==> src/rtl/ca_pkg.sv <==
// Shared types and defaults for the cellular-automaton ring engine.
package ca_pkg;

   localparam int unsigned N_CELLS_DEF = 8;
   localparam int unsigned GEN_W_DEF   = 16;

   localparam logic EDGE_WRAP = 1'b0;
   localparam logic EDGE_ZERO = 1'b1;

   typedef enum logic [1:0] {
      ST_IDLE   = 2'd0,
      ST_EVAL   = 2'd1,
      ST_COMMIT = 2'd2
   } state_t;

endpackage

==> src/rtl/ca_rule_lut.sv <==
// Wolfram rule lookup: the neighbourhood {L,C,R} selects one bit of the rule byte.
module ca_rule_lut (
   input  logic [7:0] rule,
   input  logic [2:0] nbhd,
   output logic       next_state
);

   assign next_state = rule[nbhd];

endmodule

==> src/rtl/ca_ring_engine.sv <==
// Ring of 1-bit cells advanced one generation per step request, one cell per cycle,
// double-buffered so the visible generation only changes on commit.
module ca_ring_engine
   import ca_pkg::*;
#(
   parameter int unsigned N_CELLS = N_CELLS_DEF,
   parameter int unsigned GEN_W   = GEN_W_DEF
) (
   input  logic               clk,
   input  logic               rst,
   input  logic               load_valid,
   input  logic [N_CELLS-1:0] load_data,
   output logic               load_ready,
   input  logic [7:0]         rule,
   input  logic               edge_mode,
   input  logic               step_req,
   output logic               busy,
   output logic               step_done,
   output logic [N_CELLS-1:0] cells,
   output logic [GEN_W-1:0]   gen_count
);

   localparam int unsigned      IDX_W    = $clog2(N_CELLS);
   localparam logic [IDX_W-1:0] IDX_LAST = IDX_W'(N_CELLS - 1);

   state_t             state;
   logic [N_CELLS-1:0] next_buf;
   logic [IDX_W-1:0]   idx;
   logic [7:0]         rule_sh;
   logic               edge_sh;
   logic               nb_l;
   logic               nb_c;
   logic               nb_r;
   logic               lut_out;

   // Gather the neighbourhood of the cell under evaluation; edges wrap or read zero.
   always_comb begin
      nb_l = 1'b0;
      nb_r = 1'b0;
      nb_c = cells[idx];
      if (idx == IDX_LAST) begin
         if (edge_sh == EDGE_WRAP) nb_l = cells[0];
      end else begin
         nb_l = cells[idx + IDX_W'(1)];
      end
      if (idx == '0) begin
         if (edge_sh == EDGE_WRAP) nb_r = cells[N_CELLS-1];
      end else begin
         nb_r = cells[idx - IDX_W'(1)];
      end
   end

   ca_rule_lut u_lut (
      .rule       (rule_sh),
      .nbhd       ({nb_l, nb_c, nb_r}),
      .next_state (lut_out)
   );

   // Control FSM with registered status outputs; step_done is high for the COMMIT cycle.
   always_ff @(posedge clk) begin
      if (rst) begin
         state      <= ST_IDLE;
         cells      <= '0;
         next_buf   <= '0;
         gen_count  <= '0;
         idx        <= '0;
         rule_sh    <= '0;
         edge_sh    <= EDGE_WRAP;
         step_done  <= 1'b0;
         busy       <= 1'b0;
         load_ready <= 1'b1;
      end else begin
         step_done <= 1'b0;
         unique case (state)
            ST_IDLE: begin
               if (load_valid) begin
                  cells     <= load_data;
                  gen_count <= '0;
               end else if (step_req) begin
                  rule_sh    <= rule;
                  edge_sh    <= edge_mode;
                  idx        <= '0;
                  state      <= ST_EVAL;
                  busy       <= 1'b1;
                  load_ready <= 1'b0;
               end
            end
            ST_EVAL: begin
               next_buf[idx] <= lut_out;
               if (idx == IDX_LAST) begin
                  state     <= ST_COMMIT;
                  step_done <= 1'b1;
               end else begin
                  idx <= idx + IDX_W'(1);
               end
            end
            ST_COMMIT: begin
               cells      <= next_buf;
               gen_count  <= gen_count + GEN_W'(1);
               state      <= ST_IDLE;
               busy       <= 1'b0;
               load_ready <= 1'b1;
            end
            default: begin
               state <= ST_IDLE;
            end
         endcase
      end
   end

endmodule

==> config.mk <==
export PLATFORM = sky130hd
export DESIGN_NAME = ca_ring_engine
export DESIGN_NICKNAME = d
export VERILOG_FILES = /design/src/rtl/ca_pkg.sv /design/src/rtl/ca_rule_lut.sv /design/src/rtl/ca_ring_engine.sv
export SDC_FILE = /design/constraint.sdc
export NUM_CORES = 1
export LEC_CHECK = 0
export CAP_MARGIN = 40
export CORE_ASPECT_RATIO = 1.75
export CORE_MARGIN = 2
export CORE_UTILIZATION = 45
export DETAILED_ROUTE_END_ITERATION = 10
export GPL_ROUTABILITY_DRIVEN = 1
export PLACE_DENSITY = 0.78
export SYNTH_ARGS = -nofsm -noshare
export SYNTH_HDL_FRONTEND = slang
export SYNTH_SLANG_ARGS = --single-unit
==> constraint.sdc <==
create_clock -name clk -period 4.1 [get_ports clk]
set_input_delay 0.82 -clock clk [delete_from_list [all_inputs] [get_ports clk]]
set_output_delay 0.82 -clock clk [all_outputs]
set_load 0.01 [all_outputs]
; Word-level counts from Yosys, hierarchy flattened
; Index checks and enable logic that the tools add are counted.
[totals]
register_bits = 49
latchBits = 0
ramBits = 0
rom_bits = 0
input_bits = 21
out_inout_bits = 27
word_cells = 73
n_memories = 0
[op_classes]
add_sub_neg = 3
multipliers = 0
div_mod_pow = 0
order_cmp = 5
n_eq_ne = 8
shifts = 0
mux = 34
n_bitwise = 2
n_reduce_logical = 11
[ops]
columns = operator, n
row1 = 16-bit one-hot mux with 2 select lines, 1
row2 = "16-bit by 1-bit adder with 16-bit output, second input constant", 1
row3 = "3-bit by 4-bit less-than comparator with 1-bit output, second input constant", 4
row4 = 16-bit two-way mux, 1
row5 = 8-bit one-hot mux with 2 select lines, 1
row6 = 1-bit two-way mux, 14
row7 = 1-bit binary-select mux with 3-bit select, 4
row8 = "2-bit inequality test, second input constant", 5
row9 = 3-bit two-way mux, 3
row10 = 3-bit AND reduction, 3
row11 = 8-bit bitwise mux, 1
row12 = 8-bit two-way mux, 1
row13 = 2-bit two-way mux, 3
row14 = 3-bit one-hot mux with 2 select lines, 1
row15 = 1-bit one-hot mux with 2 select lines, 2
row16 = 2-bit one-hot mux with 2 select lines, 1
row17 = 4-bit AND reduction, 1
row18 = 2-bit nonzero test, 2
row19 = "3-bit by 1-bit adder with 3-bit output, second input constant", 1
row20 = 1-bit demux with 3-bit select, 1
row21 = "3-bit equality test, second input constant", 1
row22 = "3-bit by 1-bit greater-or-equal comparator with 1-bit output, second input constant", 1
row23 = 3-bit zero test, 1
row24 = "3-bit by 1-bit subtractor with 3-bit output, second input constant", 1
row25 = 7 further kinds, 8

; Depth between registers and ports, before layout
[logic_depth]
ltp_word = 7
ltp_mapped = 8
ltp_nobuf = 8

; Modules after synthesis
; A second synthesis with hierarchy kept.
[unflattened]
cells_unflattened = 283
area_unflattened_um2 = 2426.1
[modules_own_cells]
columns = mod, n_inst, cells_per_inst, area_per_inst_um2, seq_area_each_um2
row1 = ca_ring_engine, 1, 280, 2362.3, 980.9
row2 = ca_rule_lut, 1, 3, 63.8, 0.0

; Worst setup path after synthesis
; No wires, ideal clock.
[synth_timing]
path_kind = reg2reg
start = reg idx[0]
end = reg next_buf[6]
setup_ns = 0.142
arrival_time_ns = 2.213
t_required_ns = 3.958
path_slack_ns = 1.745
path_stages_with_launch = 9
n_path_buf = 1
period_less_slack_ns = 2.355
cell_sequence = dfxtp_1 ha_1 ha_1 buf_6 mux2i_1 mux4_1 o21ai_2 mux2i_4 a311oi_1
[synth_between]
elab_chain_len = 7
elab_cells_between_ends = 20
cone_classes = add/sub: 2 / order compare: 2 / eq/ne: 1 / mux: 13 / reduce/logical: 2
[synth_rtl]
columns = item, line_no
row1 = start: declaration, ca_ring_engine.sv:28  ; logic [IDX_W-1:0] idx;
row2 = start signal: assignment, ca_ring_engine.sv:94  ; idx <= idx + IDX_W'(1);
row3 = 3-bit by 1-bit subtractor with 3-bit output / 3-bit by 1-bit adder with 3-bit output (equally long branches), "ca_ring_engine.sv:49, ca_ring_engine.sv:44"
row4 = "1-bit binary-select mux with 3-bit select, on equally long branches", "ca_ring_engine.sv:49, ca_ring_engine.sv:44"
row5 = "1-bit two-way mux, on equally long branches", "ca_ring_engine.sv:49, ca_ring_engine.sv:44"
row6 = "1-bit two-way mux, on equally long branches", "ca_ring_engine.sv:46, ca_ring_engine.sv:41"
row7 = 1-bit binary-select mux with 3-bit select, ca_rule_lut.sv:8  ; assign next_state = rule[nbhd];
row8 = 1-bit two-way mux (not written as such), ca_rule_lut.sv:8
row9 = 8-bit bitwise mux *, ca_ring_engine.sv:89  ; next_buf[idx] <= lut_out;
row10 = end signal: indexed assignment, ca_ring_engine.sv:89
row11 = end: declaration, ca_ring_engine.sv:27  ; logic [N_CELLS-1:0] next_buf;
; Mark *: on every way between the ends. The rest lies on a longest branch, timed or not. The select of a mux whose other input is x is not followed.
; A chain may end at the register's enable or synchronous reset.

; Worst setup path after layout
[layout_timing]
start = reg idx[2]
end = reg next_buf[6]
; Same word-level chain as after synthesis.

==> results by group <==
Final layout
  – Commonest non-fill, non-tap cells in the layout: nor2_1 (54), dfxtp_1 (49), clkdlybuf4s50_1 (47)
  – FILL cells: 491
  – Register area: around 980 um^2
  – # diodes: 0
  – Layout Nets: 358
  – Most common cell after layout, fill and taps aside: nor2_1
  – Area of the multi-input gates: 0.00139 mm^2
  – Fraction of layout cells with a size suffix above 1: 7.51%
  – Final std cells w/o fill: 407
  – P&R area growth vs syn: 25.2%

Floorplan
  – Die H: 102 um
  – Initial core utilization: 46.6%
  – I/O pin cnt: 48
  – Die Wd: around 60 um
  – Full die area: 0.00612 mm^2
  – Row Count: 35
  – CORE AREA: 0.00530 mm^2

Power
  – Flop pwr share: 51.4%
  – Internal power contribution: 0.000743 W
  – Sw Ratio: 25.2%
  – Sw power: 0.000250 W
  – Pwr Density: 321 mW/mm^2
  – Max rail drop VDD: 0.224 mV
  – Clk pwr share: 35.2%
  – Combinational power share: 13.4%
  – Leak: between 1 and 1.5 nW

Yosys
  – Post-synth ARST share: 0%
  – Register area share after synthesis: 39.7%
  – Top cell type by total area after synthesis: dfxtp_1
  – Top FF cell, synth: dfxtp_1
  – Mapped Area: ~0.0025 mm^2
  – Post-synthesis register bit count: between 40 and 50
  – Number of flops mapped to enable cells by yosys: 0
  – Post-Syn Nets: 318
  – Area contributors post-synth: dfxtp_1 (40%), nor2_1 (8.2%), a21oi_1 (5.7%)
  – Yosys warning total: 0
  – Area share of the largest cell type after synthesis: 39.7%
  – Syn Inst Count: 292
  – Avg Cell Area, Syn: 8.45 um^2
  – Library cells used by synthesis: 45

Worst hold path
  – Worst min path class: flop to flop
  – Worst Hold Path EP: rule_sh[2]$_SDFFE_PP0P_
  – Hold path depth: 2
  – HP Start: rule_sh[2]$_SDFFE_PP0P_

Setup path
  – CP startpoint: idx[2]$_SDFFE_PP0P_
  – Crit-path max FO: 16
  – Crit-path max cell delay: about 0.72 ns
  – Setup crit end kind: flop
  – Reg-to-reg critical path startpoint: idx[2]$_SDFFE_PP0P_
  – Type of origin of the critical path: flop
  – R2R cell count: 6
  – WS Path Type: flop to flop
  – Crit path required time: 4.27 ns
  – Critical Path AT: between 2 and 3 ns
  – Worst-path cell chain: ha_1 -> mux2i_1 -> mux4_1 -> o21ai_2 -> mux2i_4 -> a311oi_1
  – Reg2reg end: next_buf[6]$_SDFFE_PP0P_
  – FF-to-FF setup slack: ~1.4 ns
  – Crit-path slowest cell: dfxtp_1

Drt
  – Routed len/inst: 13.9 um
  – WL final: 5670 um
  – Post-DRT Antenna Nets: 0
  – DRT iter0 DRCs: 64
  – DR pass1 iterations: 4
  – Remaining DRCs: 0
  – DR vias/cell: 5.41
  – DR vias: 2,200

Clock tree
  – Clk buf depth: 2
  – CTS tree: yes
  – Num CTS Buffers: 5
  – Worst-Skew Late Latency: 0.31 ns
  – CTS root buffer: clkbuf_8
  – Gates resized, CTS repair: 0
  – # H-tree levels: 2
  – Clock transition at the registers of the reported paths: 0.09 ns
  – Post-CTS Repair Setup Buffers: 0
  – Clock sink count: 49
  – Hold Buf Count CTS: 0

STA
  – Setup-failing EPs final: 0
  – Worst Clk Skew: 0.00769 ns
  – Final period utilization: 65.7%
  – Relative slew slack: 41.9%
  – Final Hold Vio Count: 0
  – Setup Total Neg Slack: 0 ns
  – Minimum clock period: 2.69 ns
  – Max Slew Vio Count: 0
  – PnR worst setup slack: 1.41 ns
  – Slew at the pin closest to its max-slew limit: 0.868 ns
  – F_max: 371 MHz
  – RSZ-0062 raised after global routing: no

Global route
  – Aggregate global-route resource usage: 20.0%
  – Vias in the first global route: 2,039
  – Largest net degree at the start of global routing: 45
  – First-pass GRT wire length: 9430 um
  – Initial antenna violation count: 0
  – Grt ovf: 0

Placement
  – # port buffers: 47
  – Worst slack, placed: 1.34 ns
  – DPL Wire Length: 4190 um
  – Placed insts: between 300 and 400
  – RePlAce Congestion: 0.838

Status
  – Status: complete, no violations

Job
  – MaxCap Viol Count: 0
metal layers:
metal / share of wire [%] / vias up / global-route usage [%]
met5: 0 / - / 0
met2: 54 / 59 / 34.5
met4: 2.9 / 0 / 8.55
met3: 4.1 / 14 / 4.18
li1: - / 1101 / -
met1: 39 / 1026 / 23.2
power by group through the flow:
stage                     Combinational [W]  Clock, W  Sequential [W]
final                              0.000133  0.000349        0.000511
after global routing               0.000147  0.000382        0.000513
after CTS                          0.000134  0.000357        0.000510
after detailed placement           0.000133         0        0.000521
after global placement             0.000130         0        0.000521
after floorplan                   0.0000803         0        0.000516
how the worst max path moves through the flow:
stage,end,slack [ns],cells after the start
floorplan,next_buf[6]$_SDFFE_PP0P_,1.74,8
global placement,idx[1]$_SDFFE_PP0P_,1.36,5
detailed placement,gen_count[8]$_SDFFE_PP0P_,1.34,6
global route,next_buf[2]$_SDFFE_PP0P_,1.21,6
CTS,next_buf[3]$_SDFFE_PP0P_,1.40,6
finish,next_buf[6]$_SDFFE_PP0P_,1.41,6
worst max-delay path: cells and delay by family (launching register included):
family | cells | cell delay [ns]
mux | 3 | 1.08
compound gates | 2 | 0.34
flops | 1 | 0.72
fa+ha+maj | 1 | 0.42
cells by family after synthesis:
group / synth area share, %
mux: 11.8
flops: 39.7
compound gates: 13.1
fa+ha+maj: 2.53
buf+inv: 4.26
simple gates: 26.5
xor+xnor: 2.13
flip-flops by register name, indices dropped and copies added, names as in the netlist:
name	flops
busy	1
cells	8
edge_sh	1
gen_count	16
idx	3
load_ready	1
next_buf	8
rule_sh	8
state	2
step_done	1
layout make-up:
cell class,instances,share of cell area (%)
multi-input combinational,219,44.9
tap,74,3.00
timing repair buffer,49,15.7
clock inverter,3,1.42
inverter,8,0.972
sequential,49,31.7
clock buffer,5,2.23
per-stage QoR:
| stage | utilization, % | hold WS (ns) | power (W) | cell area, um^2 |
|---|---|---|---|---|
| 3_3_place_gp | 56.1 | 0.441 | 0.000651 | 2970 |
| 4_1_cts | 58.3 | 0.462 | 0.00100 | 3090 |
| 2_1_floorplan | - | 0.436 | 0.000596 | 2470 |
| 6_report | 58.3 | 0.461 | 0.000992 | 3090 |
| 3_5_place_dp | 56.2 | 0.451 | 0.000654 | 2980 |
| 5_1_grt | 58.3 | 0.485 | 0.00104 | 3090 |
cells in the mapped netlist (2+ instances only):
cell / instances
xnor2_1: 2
nor2_1: 54
mux2_2: 2
mux2i_1: 14
nand2b_1: 3
nand3b_1: 2
xor2_1: 4
a211oi_1: 2
a21oi_1: 28
dfxtp_1: 49
nand4_1: 4
and3_1: 5
nor3b_1: 3
o21ai_1: 2
buf_6: 2
nor4_1: 3
buf_1: 2
clkbuf_1: 12
ha_1: 5
nor3_1: 13
mux4_2: 3
a211oi_2: 2
nor4bb_1: 2
a22oi_1: 5
inv_1: 7
nor2b_1: 5
or4_1: 2
nand3_1: 5
nand2_1: 29
a311oi_1: 6
Power figures use the tool's default switching activity.
